File: config.mk
export PLATFORM = sky130hd
export DESIGN_NAME = fetch_unit
export DESIGN_NICKNAME = d
export VERILOG_FILES = /design/src/rtl/fetch_unit.sv
export SDC_FILE = /design/constraint.sdc
export NUM_CORES = 1
export LEC_CHECK = 0
export CAP_MARGIN = 20
export CORE_MARGIN = 5
export CORE_UTILIZATION = 40
export DETAILED_ROUTE_END_ITERATION = 16
export PLACE_DENSITY = 0.64
export SYNTH_ARGS = -nofsm -noshare
export SYNTH_HDL_FRONTEND = slang
export SYNTH_SLANG_ARGS = --single-unit
File: constraint.sdc
create_clock -name clock -period 2.6 [get_ports clock]
set_clock_uncertainty 0.1 [all_clocks]
set_input_delay 0.52 -clock clock [delete_from_list [all_inputs] [get_ports clock]]
set_output_delay 0.52 -clock clock [all_outputs]
set_load 0.05 [all_outputs]
File: src/rtl/fetch_unit.sv
// fetch_unit: code-memory fetch master with prefetch FIFO and valid/ready hand-off
module fetch_unit #(
  parameter int WIDTH = 16,
  parameter int ADDR_W = 16,
  parameter int DEPTH = 4,
  parameter logic [ADDR_W-1:0] RESET_PC = '0,
  parameter logic [WIDTH-1:0] HALT_WORD = 'h0002
) (
  input  logic              clock,
  input  logic              reset,
  input  logic              running,
  output logic [ADDR_W-1:0] bus_addr,
  input  logic [WIDTH-1:0]  bus_read,
  input  logic              redirect_valid,
  input  logic [ADDR_W-1:0] redirect_pc,
  output logic              instr_valid,
  input  logic              instr_ready,
  output logic [WIDTH-1:0]  instr_data,
  output logic [ADDR_W-1:0] instr_pc,
  output logic              halted
);
  localparam int PW = $clog2(DEPTH);
  localparam int CW = PW + 1;
  typedef enum logic {FETCH, HALTED} state_t;
  state_t state_q, state_d;
  logic [ADDR_W-1:0] pc, inflight_pc;
  logic inflight;
  logic [WIDTH-1:0] data_mem [DEPTH];
  logic [ADDR_W-1:0] pc_mem [DEPTH];
  logic [PW-1:0] rd_ptr, wr_ptr;
  logic [CW-1:0] count;
  logic issue, push, pop, hit_halt;
  assign bus_addr = pc;
  assign instr_valid = count != '0;
  assign instr_data = instr_valid ? data_mem[rd_ptr] : '0;
  assign instr_pc = instr_valid ? pc_mem[rd_ptr] : '0;
  assign halted = state_q == HALTED;
  // issue/return/pop decisions; a slot is reserved at issue so a return always fits
  always_comb begin
    issue = state_q == FETCH && running && !redirect_valid && (count + CW'(inflight)) < CW'(DEPTH);
    push = inflight && state_q == FETCH && !redirect_valid;
    pop = instr_valid && instr_ready && !redirect_valid;
    hit_halt = push && bus_read == HALT_WORD;
    state_d = redirect_valid ? FETCH : hit_halt ? HALTED : state_q;
  end
  // state register
  always_ff @(posedge clock) state_q <= reset ? FETCH : state_d;
  // pc walk, in-flight tracking and FIFO pointers; redirect flushes everything
  always_ff @(posedge clock) begin
    if (reset) begin
      pc <= RESET_PC;
      inflight <= 1'b0;
      inflight_pc <= '0;
      rd_ptr <= '0;
      wr_ptr <= '0;
      count <= '0;
    end else if (redirect_valid) begin
      pc <= redirect_pc;
      inflight <= 1'b0;
      rd_ptr <= '0;
      wr_ptr <= '0;
      count <= '0;
    end else begin
      if (issue) pc <= pc + 1'b1;
      if (issue) inflight_pc <= pc;
      inflight <= issue && !hit_halt;
      if (push) wr_ptr <= wr_ptr + 1'b1;
      if (pop) rd_ptr <= rd_ptr + 1'b1;
      count <= count + CW'(push) - CW'(pop);
    end
  end
  // FIFO storage: returned word together with the address it came from
  always_ff @(posedge clock) begin
    if (!reset && push) begin
      data_mem[wr_ptr] <= bus_read;
      pc_mem[wr_ptr] <= inflight_pc;
    end
  end
endmodule
; ---- Yosys cells after proc, flatten, opt, wreduce, memory -nomap -nowiden
; Memories as Yosys holds them, arrays and structs flattened. A register that Yosys moved wholly into a read port is not among the register bits.
; Index checks and enable logic that the tools add are counted.
[op_classes]
addsub = 6
n_lt_le_gt_ge = 1
n_eq_ne = 1
muxes = 10
bitwise_logic = 2
reduce_logical = 17
[ops]
columns = cell, n
row1 = 16-bit two-way mux, 4
row2 = 16-bit by 1-bit adder with 16-bit output (second input constant), 1
row3 = 16-bit by 2-bit equality test with 1-bit output (second input constant), 1
row4 = 1-bit logical AND, 10
row5 = 2-bit two-way mux, 4
row6 = 3-bit by 1-bit adder with 3-bit output, 2
row7 = 2-bit by 1-bit adder with 2-bit output (second input constant), 2
row8 = 1-bit zero test, 3
row9 = 3-bit < comparator (second input constant), 1
row10 = 3-bit nonzero test, 1
row11 = 3-bit by 1-bit subtractor with 3-bit output, 1
row12 = 1-bit two-way mux, 2
row13 = 1-bit NOT, 2
row14 = 2-bit AND reduction, 1
row15 = 2-bit nonzero test, 1
row16 = 2-bit OR reduction, 1
[totals]
regBits = 41
mem_bits_rw = 128
out_inout_bits = 50
elab_cells = 46
mem_count = 2
[mem_list]
columns = memory, words, word_bits, read_ports, rd_ports_with_merged_regs, write_ports, line_no
row1 = data_mem, 4, 16, 1, 1, 1, 28  ; logic [WIDTH-1:0] data_mem [DEPTH];
row2 = pc_mem, 4, 16, 1, 1, 1, 29  ; logic [ADDR_W-1:0] pc_mem [DEPTH];

; ---- Logic depth before layout (Yosys ltp)
; Gate-level depths: netlist of run 1.
[depth]
word_depth = 6
depth_mapped = 9

; ---- Worst setup path after synthesis of run 1
; Ideal clock, no wire load.
[synth_path]
path_type = register to output
start = register with a tool-made name
end = output instr_data[0]
arrival_time_ns = 1.781
setup_slack_ns = 0.199
stages_incl_launch_ff = 5
path_buffers = 2
cell_sequence = dfxtp_1 clkbuf_1 buf_2 mux4_2 nor2b_1
[synth_rtl]
columns = item, line_no
row1 = end: declaration, 18  ; output logic [WIDTH-1:0] instr_data,

==> metrics.txt, run 1 <==
status=finished clean; Seq pwr share=49.7%; row count=48; Routed Antenna Nets=0; core area=17100 um^2; TNS Setup=0 ps; final antenna diode count=0; total vias in the final route=3917; area occupied by multi-input gates=roughly 2000 um^2; Filler Cell Count=1380; drt first pass iters=4; Pint=4.82 mW; pin count of the biggest net entering global routing=36; PortBufs=86; Leak=3.11 nW; final setup fails=0; synthesized net count=470; initial antenna violation count=0; Final min period=around 2500 ps; fmax=400 MHz; switching power=1.21 mW; final slew viol count=0; postcts setup bufs=0; Gate power share=6.1%; syn avg cell area=16.2 um^2; WL final=13.8 mm; reg2reg start=count[2]$_SDFF_PP0_; relative slew slack=between 60% and 70%; post-synthesis cell area=6870 um^2; Initial Util=40.3%; Die H=around 140 um; remaining routing DRC violations=0; Final WS setup=98.8 ps; clock power share=44.3%; worst-margin pin slew=approximately 510 ps; CP Max Fanout=16; HP Start=inflight_pc[14]$_SDFFE_PP0P_; io pins=87; area grow syn2layout=33.0%; first-pass GRT wire length=22.0 mm; Critical Path AT=1880 ps; register area=4710 um^2; total power=6.03 mW; WL/cell=18.1 um; CP Capture Type=primary output; gpl congestion=0.718; CP Class=reg -> out; vias in the first global route=4269; Req. time, crit path=1980 ps; Max VDD drop=587 uV; register area share after synthesis=68.4%; critical path startpoint category=flop; Finished Layout Cells=763; Placed Area=between 8000 and 9000 um^2; detailed placer's ending HPWL=8.71 mm; RSZ-0062 raised after global routing=no; Sw Share=20.1%; CTS root buf=clkbuf_16; grt total ovfl=0; fraction of layout cells with a size suffix above 1=about 22%; total die area=19900 um^2; Final Cycle Share=96.2%; Post-CTS Hold Fix Bufs=0; CTS clk-pin slew, worst paths=60 ps; CTS Sinks=~170; H-tree Lvls=4; Bufs on Longest Clock Path=2; Detailed Route Iter0 Violations=245; YS warnings=0; TritonCTS clock tree=done; Final Hold Viols=0; Via density=~5.1; Setup WS pre-CTS=-176 ps; post-route cell area=around 9100 um^2; Worst-Skew Late Latency=420 ps; TritonCTS buffer count=17; P per Cell Area=660 nW/um^2; nets=570; max cap viols=0; GR Util All Layers=14.3%; die width=141 um; #FFs+latches synth=roughly 170; Gate Count Post-Synth=425; placed cells=729; synth unique cells=44; worst min-delay path class=reg -> reg
## per-layer routing
metal | wire length, um | GRT usage [%]
met4 | 210 | 4.74
met2 | 6630 | 23.1
met1 | 6250 | 19.0
met3 | 706 | 3.77
met5 | 0 | 0
## placed cells by master, fill, tap and decap left out, drive strengths merged, types with 9 or more instances in the layout
cell type,count
mux4,32
nor2b,33
dfxtp,43
nand2,16
or4,9
clkdlybuf4s50,53
clkbuf,21
buf,49
edfxtp,128
nor2,31
mux2i,18
a31oi,10
## kinds of logic (layout without fill, tap and decap cells)
kind of cell / after synthesis / in the layout / synth area share, %
AO/OA/AOI/OAI: 35 / 35 / 3.95
XOR/XNOR: 7 / 7 / 0.892
adder cells (fa/ha/maj): 8 / 8 / 1.57
buffers and inverters: 32 / 145 / 2.02
flip-flops: 171 / 171 / 68.4
multiplexers: 50 / 50 / 13.1
AND/OR/NAND/NOR: 122 / 122 / 10.0
## power groups by stage
stage          clock [mW]  combinational [mW]  sequential (mW)
3_3_place_gp            0               0.361             3.05
6_report             2.67               0.366             2.99
2_1_floorplan           0               0.136             3.09
5_1_grt              2.85               0.388             3.00
3_5_place_dp            0               0.367             3.05
4_1_cts              2.71               0.369             2.99
## final timing paths
path | slack (ps) | depth (start not counted) | to
min | 410 | 0 | pc_mem[3][14]$_DFFE_PP_
min reg2reg | 410 | 0 | pc_mem[3][14]$_DFFE_PP_
max | 100 | 4 | instr_data[8]
max reg2reg | 370 | 9 | count[2]$_SDFF_PP0_
## stage by stage
stage / hold slack [ps] / utilization [%]
finish: 408 / 53.6
global route: 427 / 53.6
CTS: 414 / 53.4
floorplan: 360 / -
detailed placement: 397 / 49.5
global placement: 382 / 49.5
## cell type report
type | instances | area share, %
multi-input cells | 222 | 22.3
clock buffers | 20 | 4.78
well taps | 225 | 3.08
inverters | 9 | 0.370
repair buffers | 104 | 15.8
flip-flops and latches | 171 | 51.5
clock inverters | 12 | 2.18
## registers in the layout, summed over array words and instances, names as in the netlist, named ones only
register / flops
inflight: 1
halted: 1
bus_addr: 16
rd_ptr: 2
inflight_pc: 16
data_mem: 64
count: 3
wr_ptr: 2
pc_mem: 64
## worst max-delay path, cell delays in order, from the launching register on
cell and delay [ps]:
dfxtp_4 420, buf_16 200, mux4_2 500, nor2b_1 180, buf_12 160
## what timing repair did
action	in CTS	in global routing
resized for setup	3	2
cloned	1	1
endpoints found under the setup margin	33	16
## synthesized netlist by cell type, drive strengths merged
cell | number | area [um^2]
inv | 8 | 30.0
nand4 | 3 | 33.8
buf | 7 | 45.0
nor4 | 3 | 18.8
nor3b | 1 | 7.51
clkbuf | 16 | 60.1
nand3 | 4 | 20.0
a31oi | 10 | 68.8
ha | 7 | 87.6
and4b | 2 | 20.0
or4 | 9 | 67.6
dfxtp | 43 | 861
edfxtp | 128 | 3840
or2 | 1 | 6.26
nor2b | 33 | 206
a211oi | 3 | 22.5
a311oi | 4 | 35.0
and2 | 6 | 37.5
nand3b | 1 | 7.51
o21a | 2 | 15.0
and2b | 1 | 7.51
fa | 1 | 20.0
and4 | 3 | 31.3
o21ai | 4 | 20.0
nor2 | 31 | 116
xnor2 | 7 | 61.3
mux4 | 32 | 721
o311ai | 5 | 43.8
o211ai | 5 | 51.3
nand2 | 16 | 60.1
clkinv | 1 | 3.75
nor3 | 3 | 15.0
mux2i | 18 | 180
o31ai | 2 | 15.0
or3 | 4 | 25.0
nor4b | 1 | 8.76
(Power assumes the default switching activity.)
==> run 2, diff against run 1 <==
- CTS_CLUSTER_SIZE: default -> 8
==> results of run 2 <==
No change in the layout: final DEF, timing and power equal those of run 1.
==> run 3, diff against run 2 <==
- CAP_MARGIN: 20 -> default
- CTS_CLUSTER_DIAMETER: default -> 50
==> results of run 3 <==
No change in the layout: final DEF, timing and power equal those of run 1.
